<file path="src/rtl/mem_access_unit_pkg.sv">
// Shared memory-bus types, the memory-op descriptor and the size/alignment helpers
// used by the load/store unit and its lane-alignment datapath.
package mem_access_unit_pkg;

   typedef logic [63:0] addr_t;
   typedef logic [63:0] word_t;
   typedef logic [7:0]  strobe_t;

   typedef enum logic [2:0] {
      MSIZE1 = 3'd0,
      MSIZE2 = 3'd1,
      MSIZE4 = 3'd2,
      MSIZE8 = 3'd3
   } msize_t;

   typedef struct packed {
      logic    valid;
      addr_t   addr;
      msize_t  size;
      strobe_t strobe;
      word_t   data;
   } dbus_req_t;

   typedef struct packed {
      logic  addr_ok;
      logic  data_ok;
      word_t data;
   } dbus_resp_t;

   typedef struct packed {
      logic   is_store;
      msize_t size;
      logic   is_unsigned;
   } mem_op_t;

   typedef enum logic [1:0] {
      ST_IDLE  = 2'd0,
      ST_WAIT  = 2'd1,
      ST_HOLD  = 2'd2,
      ST_DRAIN = 2'd3
   } mau_state_t;

   function automatic strobe_t size_mask(input msize_t size);
      case (size)
         MSIZE1:  size_mask = 8'h01;
         MSIZE2:  size_mask = 8'h03;
         MSIZE4:  size_mask = 8'h0F;
         MSIZE8:  size_mask = 8'hFF;
         default: size_mask = 8'h00;
      endcase
   endfunction

   // Undefined size encodings are reported as misaligned so they never reach the cache.
   function automatic logic addr_aligned(input msize_t size, input logic [2:0] offset);
      case (size)
         MSIZE1:  addr_aligned = 1'b1;
         MSIZE2:  addr_aligned = (offset[0] == 1'b0);
         MSIZE4:  addr_aligned = (offset[1:0] == 2'b00);
         MSIZE8:  addr_aligned = (offset == 3'b000);
         default: addr_aligned = 1'b0;
      endcase
   endfunction

endpackage

</file>
<file path="src/rtl/mem_lane_align.sv">
// Combinational lane alignment: store strobe/data shift into the 64-bit bus lane and
// load data shift-down plus sign/zero extension. Shared with the uncached path.
module mem_lane_align
   import mem_access_unit_pkg::*;
(
   input  mem_op_t    op,
   input  logic [2:0] offset,
   input  word_t      wdata,
   input  word_t      rdata,
   output strobe_t    strobe,
   output word_t      wdata_lane,
   output word_t      rdata_ext
);

   logic [5:0] bit_shift;
   word_t      rdata_shift;
   logic       sext;

   assign bit_shift = {offset, 3'b000};

   // Lane shifting for both directions and extension of the selected load bytes.
   always_comb begin
      strobe      = op.is_store ? strobe_t'(size_mask(op.size) << offset) : 8'h00;
      wdata_lane  = op.is_store ? (wdata << bit_shift) : 64'h0;
      rdata_shift = rdata >> bit_shift;
      sext        = ~op.is_unsigned;
      case (op.size)
         MSIZE1:  rdata_ext = {{56{rdata_shift[7]  & sext}}, rdata_shift[7:0]};
         MSIZE2:  rdata_ext = {{48{rdata_shift[15] & sext}}, rdata_shift[15:0]};
         MSIZE4:  rdata_ext = {{32{rdata_shift[31] & sext}}, rdata_shift[31:0]};
         MSIZE8:  rdata_ext = rdata_shift;
         default: rdata_ext = rdata_shift;
      endcase
   end

endmodule

</file>
<file path="src/rtl/mem_access_unit.sv">
// Memory-stage load/store unit: issues one dbus request per op, holds it until data_ok,
// buffers results the writeback stage is not ready for, and drains requests on flush.
module mem_access_unit
   import mem_access_unit_pkg::*;
#(
   parameter bit MISALIGN_TRAP = 1'b1
)(
   input  logic       clk,
   input  logic       reset,
   input  logic       in_valid,
   input  logic       in_is_store,
   input  msize_t     in_size,
   input  logic       in_unsigned,
   input  addr_t      in_addr,
   input  word_t      in_wdata,
   input  logic       flush,
   input  logic       out_ready,
   output logic       stall,
   output logic       out_valid,
   output word_t      out_rdata,
   output logic       out_misalign,
   output dbus_req_t  dreq,
   input  dbus_resp_t dresp
);

   mau_state_t state_r, state_nx;
   dbus_req_t  req_r, issue_req_s;
   mem_op_t    op_r, in_op_s, cur_op_s;
   word_t      rdata_r, result_s, load_ext_s, wdata_lane_s;
   strobe_t    strobe_s;
   logic [2:0] cur_off_s;
   logic       trap_s, issue_s, launch_s, capture_s;
   logic       unused_s;

   assign unused_s = &{1'b0, dresp.addr_ok};

   assign in_op_s   = '{is_store: in_is_store, size: in_size, is_unsigned: in_unsigned};
   assign cur_op_s  = (state_r == ST_IDLE) ? in_op_s : op_r;
   assign cur_off_s = (state_r == ST_IDLE) ? in_addr[2:0] : req_r.addr[2:0];
   assign trap_s    = MISALIGN_TRAP && !addr_aligned(in_size, in_addr[2:0]);
   assign issue_s   = in_valid && !flush && !trap_s;
   assign launch_s  = (state_r == ST_IDLE) && issue_s && !dresp.data_ok;
   assign capture_s = dresp.data_ok && !out_ready &&
                      (((state_r == ST_IDLE) && issue_s) || ((state_r == ST_WAIT) && !flush));
   assign result_s  = cur_op_s.is_store ? 64'h0 : load_ext_s;

   mem_lane_align u_align (
      .op         (cur_op_s),
      .offset     (cur_off_s),
      .wdata      (in_wdata),
      .rdata      (dresp.data),
      .strobe     (strobe_s),
      .wdata_lane (wdata_lane_s),
      .rdata_ext  (load_ext_s)
   );

   // Request presented on the bus in the issue cycle.
   always_comb begin
      issue_req_s        = '0;
      issue_req_s.valid  = 1'b1;
      issue_req_s.addr   = in_addr;
      issue_req_s.size   = in_size;
      issue_req_s.strobe = strobe_s;
      issue_req_s.data   = wdata_lane_s;
   end

   // State register.
   always_ff @(posedge clk) begin
      if (reset) begin
         state_r <= ST_IDLE;
      end else begin
         state_r <= state_nx;
      end
   end

   // Outstanding request and buffered result.
   always_ff @(posedge clk) begin
      if (reset) begin
         req_r   <= '0;
         op_r    <= '0;
         rdata_r <= 64'h0;
      end else begin
         if (launch_s) begin
            req_r <= issue_req_s;
            op_r  <= in_op_s;
         end
         if (capture_s) begin
            rdata_r <= result_s;
         end
      end
   end

   // Next-state logic.
   always_comb begin
      state_nx = state_r;
      case (state_r)
         ST_IDLE: begin
            if (issue_s) begin
               if (dresp.data_ok) state_nx = out_ready ? ST_IDLE : ST_HOLD;
               else               state_nx = ST_WAIT;
            end else begin
               state_nx = ST_IDLE;
            end
         end
         ST_WAIT: begin
            if (dresp.data_ok) state_nx = (flush || out_ready) ? ST_IDLE : ST_HOLD;
            else if (flush)    state_nx = ST_DRAIN;
            else               state_nx = ST_WAIT;
         end
         ST_HOLD: begin
            if (flush || out_ready) state_nx = ST_IDLE;
            else                    state_nx = ST_HOLD;
         end
         ST_DRAIN: begin
            if (dresp.data_ok) state_nx = ST_IDLE;
            else               state_nx = ST_DRAIN;
         end
         default: state_nx = ST_IDLE;
      endcase
   end

   // Output logic; a flushed WAIT keeps the request on the bus because the cache cannot abort it.
   always_comb begin
      dreq         = '0;
      stall        = 1'b0;
      out_valid    = 1'b0;
      out_rdata    = 64'h0;
      out_misalign = 1'b0;
      case (state_r)
         ST_IDLE: begin
            if (in_valid && !flush && trap_s) begin
               out_valid    = 1'b1;
               out_misalign = 1'b1;
            end else if (issue_s) begin
               dreq      = issue_req_s;
               out_valid = dresp.data_ok;
               out_rdata = dresp.data_ok ? result_s : 64'h0;
               stall     = !dresp.data_ok;
            end else begin
               dreq = '0;
            end
         end
         ST_WAIT: begin
            dreq       = req_r;
            dreq.valid = 1'b1;
            if (flush) begin
               stall = !dresp.data_ok;
            end else if (dresp.data_ok) begin
               out_valid = 1'b1;
               out_rdata = result_s;
            end else begin
               stall = 1'b1;
            end
         end
         ST_HOLD: begin
            stall = 1'b1;
            if (flush) begin
               out_valid = 1'b0;
            end else begin
               out_valid = 1'b1;
               out_rdata = rdata_r;
            end
         end
         ST_DRAIN: begin
            dreq       = req_r;
            dreq.valid = 1'b1;
            stall      = in_valid;
         end
         default: dreq = '0;
      endcase
   end

endmodule

</file>
<file path="config.mk">
export PLATFORM = sky130hd
export DESIGN_NAME = mem_access_unit
export DESIGN_NICKNAME = d
export VERILOG_FILES = /design/src/rtl/mem_access_unit_pkg.sv /design/src/rtl/mem_lane_align.sv /design/src/rtl/mem_access_unit.sv
export SDC_FILE = /design/constraint.sdc
export NUM_CORES = 1
export LEC_CHECK = 0
export BUFFER_PORTS_ARGS = -buffer_cell sky130_fd_sc_hd__buf_2
export CAP_MARGIN = 20
export CORE_ASPECT_RATIO = 0.9
export CORE_UTILIZATION = 30
export DETAILED_ROUTE_END_ITERATION = 8
export PLACE_DENSITY = 0.61
export SKIP_CTS_REPAIR_TIMING = 1
export SKIP_LAST_GASP = 1
export SYNTH_ARGS = -nofsm -noshare
export SYNTH_HDL_FRONTEND = slang
export SYNTH_HIERARCHICAL = 1
export SYNTH_SLANG_ARGS = --single-unit
</file>
<file path="constraint.sdc">
create_clock -name clk -period 7.1 [get_ports clk]
set_input_delay 0.355 -clock clk [delete_from_list [all_inputs] [get_ports clk]]
set_output_delay 0.355 -clock clk [all_outputs]
set_load 0.05 [all_outputs]
</file>
==> results.md <==
- DRC: 0
- Commonest non-fill, non-tap cell in the layout: buf_2
- Via count: ~15000
- Status: complete, no violations
- Area after DPL: 16000 µm²
- Initial Util: 0.306
- Req. time, crit path: ~6.7 ns
- Leading area contributor after synthesis: dfxtp_1
- Pwr/cell area: 188 nW/µm²
- First-pass GRT wire length: approximately 84000 µm
- Max clock buf depth: 3
- VDD IR max: between 0.00015 and 0.0002 V
- Kind of critical path: reg2out
- Worst r2r path cells: 8
- Layout cells sized above 1: 0.298
- Highest clock rate: 0.174 GHz
- Final worst path period need: about 5.8 ns
- Clock sink total: 207
- Post-synthesis cell count: about 1600
- Worst hold path type: in2reg
- Max_cap viols: 0
- Slew HR: 0.264
- CP Buf/Inv Count: 3
- Post-synth EDFFs: 0
- Average size of a mapped cell: roughly 8.5 µm²
- Clock slew at reported path FFs: 0.06 ns
- Post-synth ARST share: 0
- Seq/Total Area, Yosys: 0.297
- Final hold slack: between 0.04 and 0.05 ns
- Commonest non-fill, non-tap cells in the layout: buf_2, a22o_1, dfxtp_1
- Grt ovf: 0
- Design Area, Final: 16900 µm²
- Dpl hpwl: roughly 38000 µm
- RR Endpoint: req_r[31]
- HP Start: in_addr[42]
- R2R Setup Slk: between 2 and 2.5 ns
- Fillers: 4728
- Delay-heaviest family, CP: buffers and inverters
- Cts bufs inserted: 27
- Routed len/inst: about 22 µm
- Vias/cell: 5.89
- Initial antenna violation count: 6
- Worst-Margin Slew: about 1.1 ns
- Tcrit/Tclk final: 0.812
- First drt pass iteration count: 5
- Post-route ant nets: 0
- Io pins: 411
- FP Rows: 74
- Crit-path max cell delay: 0.96 ns
- Critical-path cell list: nor2_1 > mux2_8 > buf_4 > inv_1 > and2_1 > a211oi_1 > a22o_1 > buf_2
- Clock skew: between 0.015 and 0.02 ns
- Die height: 207 µm
- Final setup TNS: 0 ns
- Root Buffer: clkbuf_16
- Leak: 0.00707 µW
- RSZ-0062 raised after global routing: false
- Startpoint Class: register
- H-Tree Depth: 1
- Worst Path Max Fanout: 82
- Yosys reg bits: 207
- Worst setup EP type: output port
- CTS tree: done
- Synth area leaders: dfxtp_1, a22o_1, mux4_2, a21oi_1, nand3_1
- Mapped Area: roughly 14000 µm²
- WL final: about 57000 µm
- Initial DRC Count: roughly 1400
- Pins Over Slew Limit: 0
- Top cell type's share of synthesized area: 0.297
- Worst-skew pair later-pin latency: ~0.57 ns
- Core box area: around 46000 µm²
- Hold depth: 3
- Tot GR Track Use: 0.226
- Area Growth Syn to Fin: 20.9%
- Synth unique cells: 54
- Final nets: 2102
- WP data arrival: 5.41 ns
- Top FF cell, synth: dfxtp_1
- Die width: 229 µm
- Synth Warn #: 6
- Hold endpoint: req_r[117]
- Final hold violation count: 0
- Largest net degree at the start of global routing: about 150
- Tot Pwr: 3180 µW
- I/O Buffers: roughly 410
- Final Setup Violations: 0
- Final GP Congestion: 0.894
- Worst reg2reg path startpoint: state_r[0]
- Slowest-stage cell, CP: dfxtp_4
- Vias in the first global route: about 14000
- Post-synth net total: between 1500 and 2000
- Die area: 47400 µm²
where the power goes:
part           internal, µW  switching [µW]
Combinational           216             404
Clock                   810             574
Sequential             1170            5.84
Total                  2200             984
worst max path at each step:
| stage | from | to | slack, ns | cells past startpoint |
|---|---|---|---|---|
| 2_1_floorplan | state_r[0] | dreq[69] | 4.00 | 9 |
| 3_3_place_gp | state_r[0] | out_rdata[46] | 1.90 | 9 |
| 3_5_place_dp | state_r[0] | out_rdata[46] | 1.86 | 9 |
| 4_1_cts | state_r[0] | out_rdata[46] | 1.24 | 9 |
| 5_1_grt | state_r[0] | out_rdata[31] | 0.98 | 9 |
| 6_report | state_r[0] | dreq[31] | 1.34 | 8 |
state kept, by name (all words and copies together) (netlist names):
register,count
req_r,136
rdata_r,64
state_r,2
op_r,5
layer usage:
metal / wire, µm / vias up / GRT usage
li1: - / 6790 / -
met1: 23400 / 7368 / 0.290
met2: 26900 / 646 / 0.379
met3: 4470 / 99 / 0.0448
met4: 1780 / 4 / 0.0755
met5: 23 / - / 0
synthesized netlist by cell type (7+ instances only):
library cell and n:
a21oi_1 170, o21ai_0 158, nand2b_1 16, nor2_1 72, o2bb2ai_1 7, buf_6 28, nand2_1 87, a32o_1 7
mux4_2 51, and2_1 10, clkbuf_1 115, mux2i_1 75, dfxtp_1 207, buf_2 42, a22oi_1 14, buf_4 14
mux2_2 23, o211ai_1 8, nand4_1 34, nand3_1 167, nor3_1 8, a22o_1 266
tightest hold or removal path, cell delays in order:
cell     delay, ns
buf_2         0.10
nand3_1       0.06
a21oi_1       0.05
through the flow:
stage                     setup slack, ns   util  cells
after global routing                0.977  0.370   2531
after detailed placement             1.86  0.350   2476
final                                1.34  0.370   2531
after CTS                            1.24  0.369   2526
after floorplan                      4.00      -   1638
after global placement               1.90  0.350   2476
cell families (layout without fill, tap and decap cells):
family                 count (synthesis)  in the layout  synth area share
other                                  0              4                 0
buffers and inverters                210            491            0.0791
flip-flops                           207            207             0.297
multiplexers                         151            151             0.156
AND/OR/NAND/NOR                      412            412             0.143
AO/OA/AOI/OAI                        658            658             0.325
layout make-up:
class | instances | area, µm² | share of cell area
multi-input combinational | 1221 | 8780 | 0.520
inverter | 7 | 28.8 | 0.00171
sequential | 207 | 4150 | 0.246
clock inverter | 11 | 91.3 | 0.00541
antenna | 4 | 10.0 | 0.000593
timing repair buffer | 434 | 2260 | 0.134
clock buffer | 39 | 792 | 0.0469
tap | 608 | 761 | 0.0451
Power figures use the tool's default switching activity.
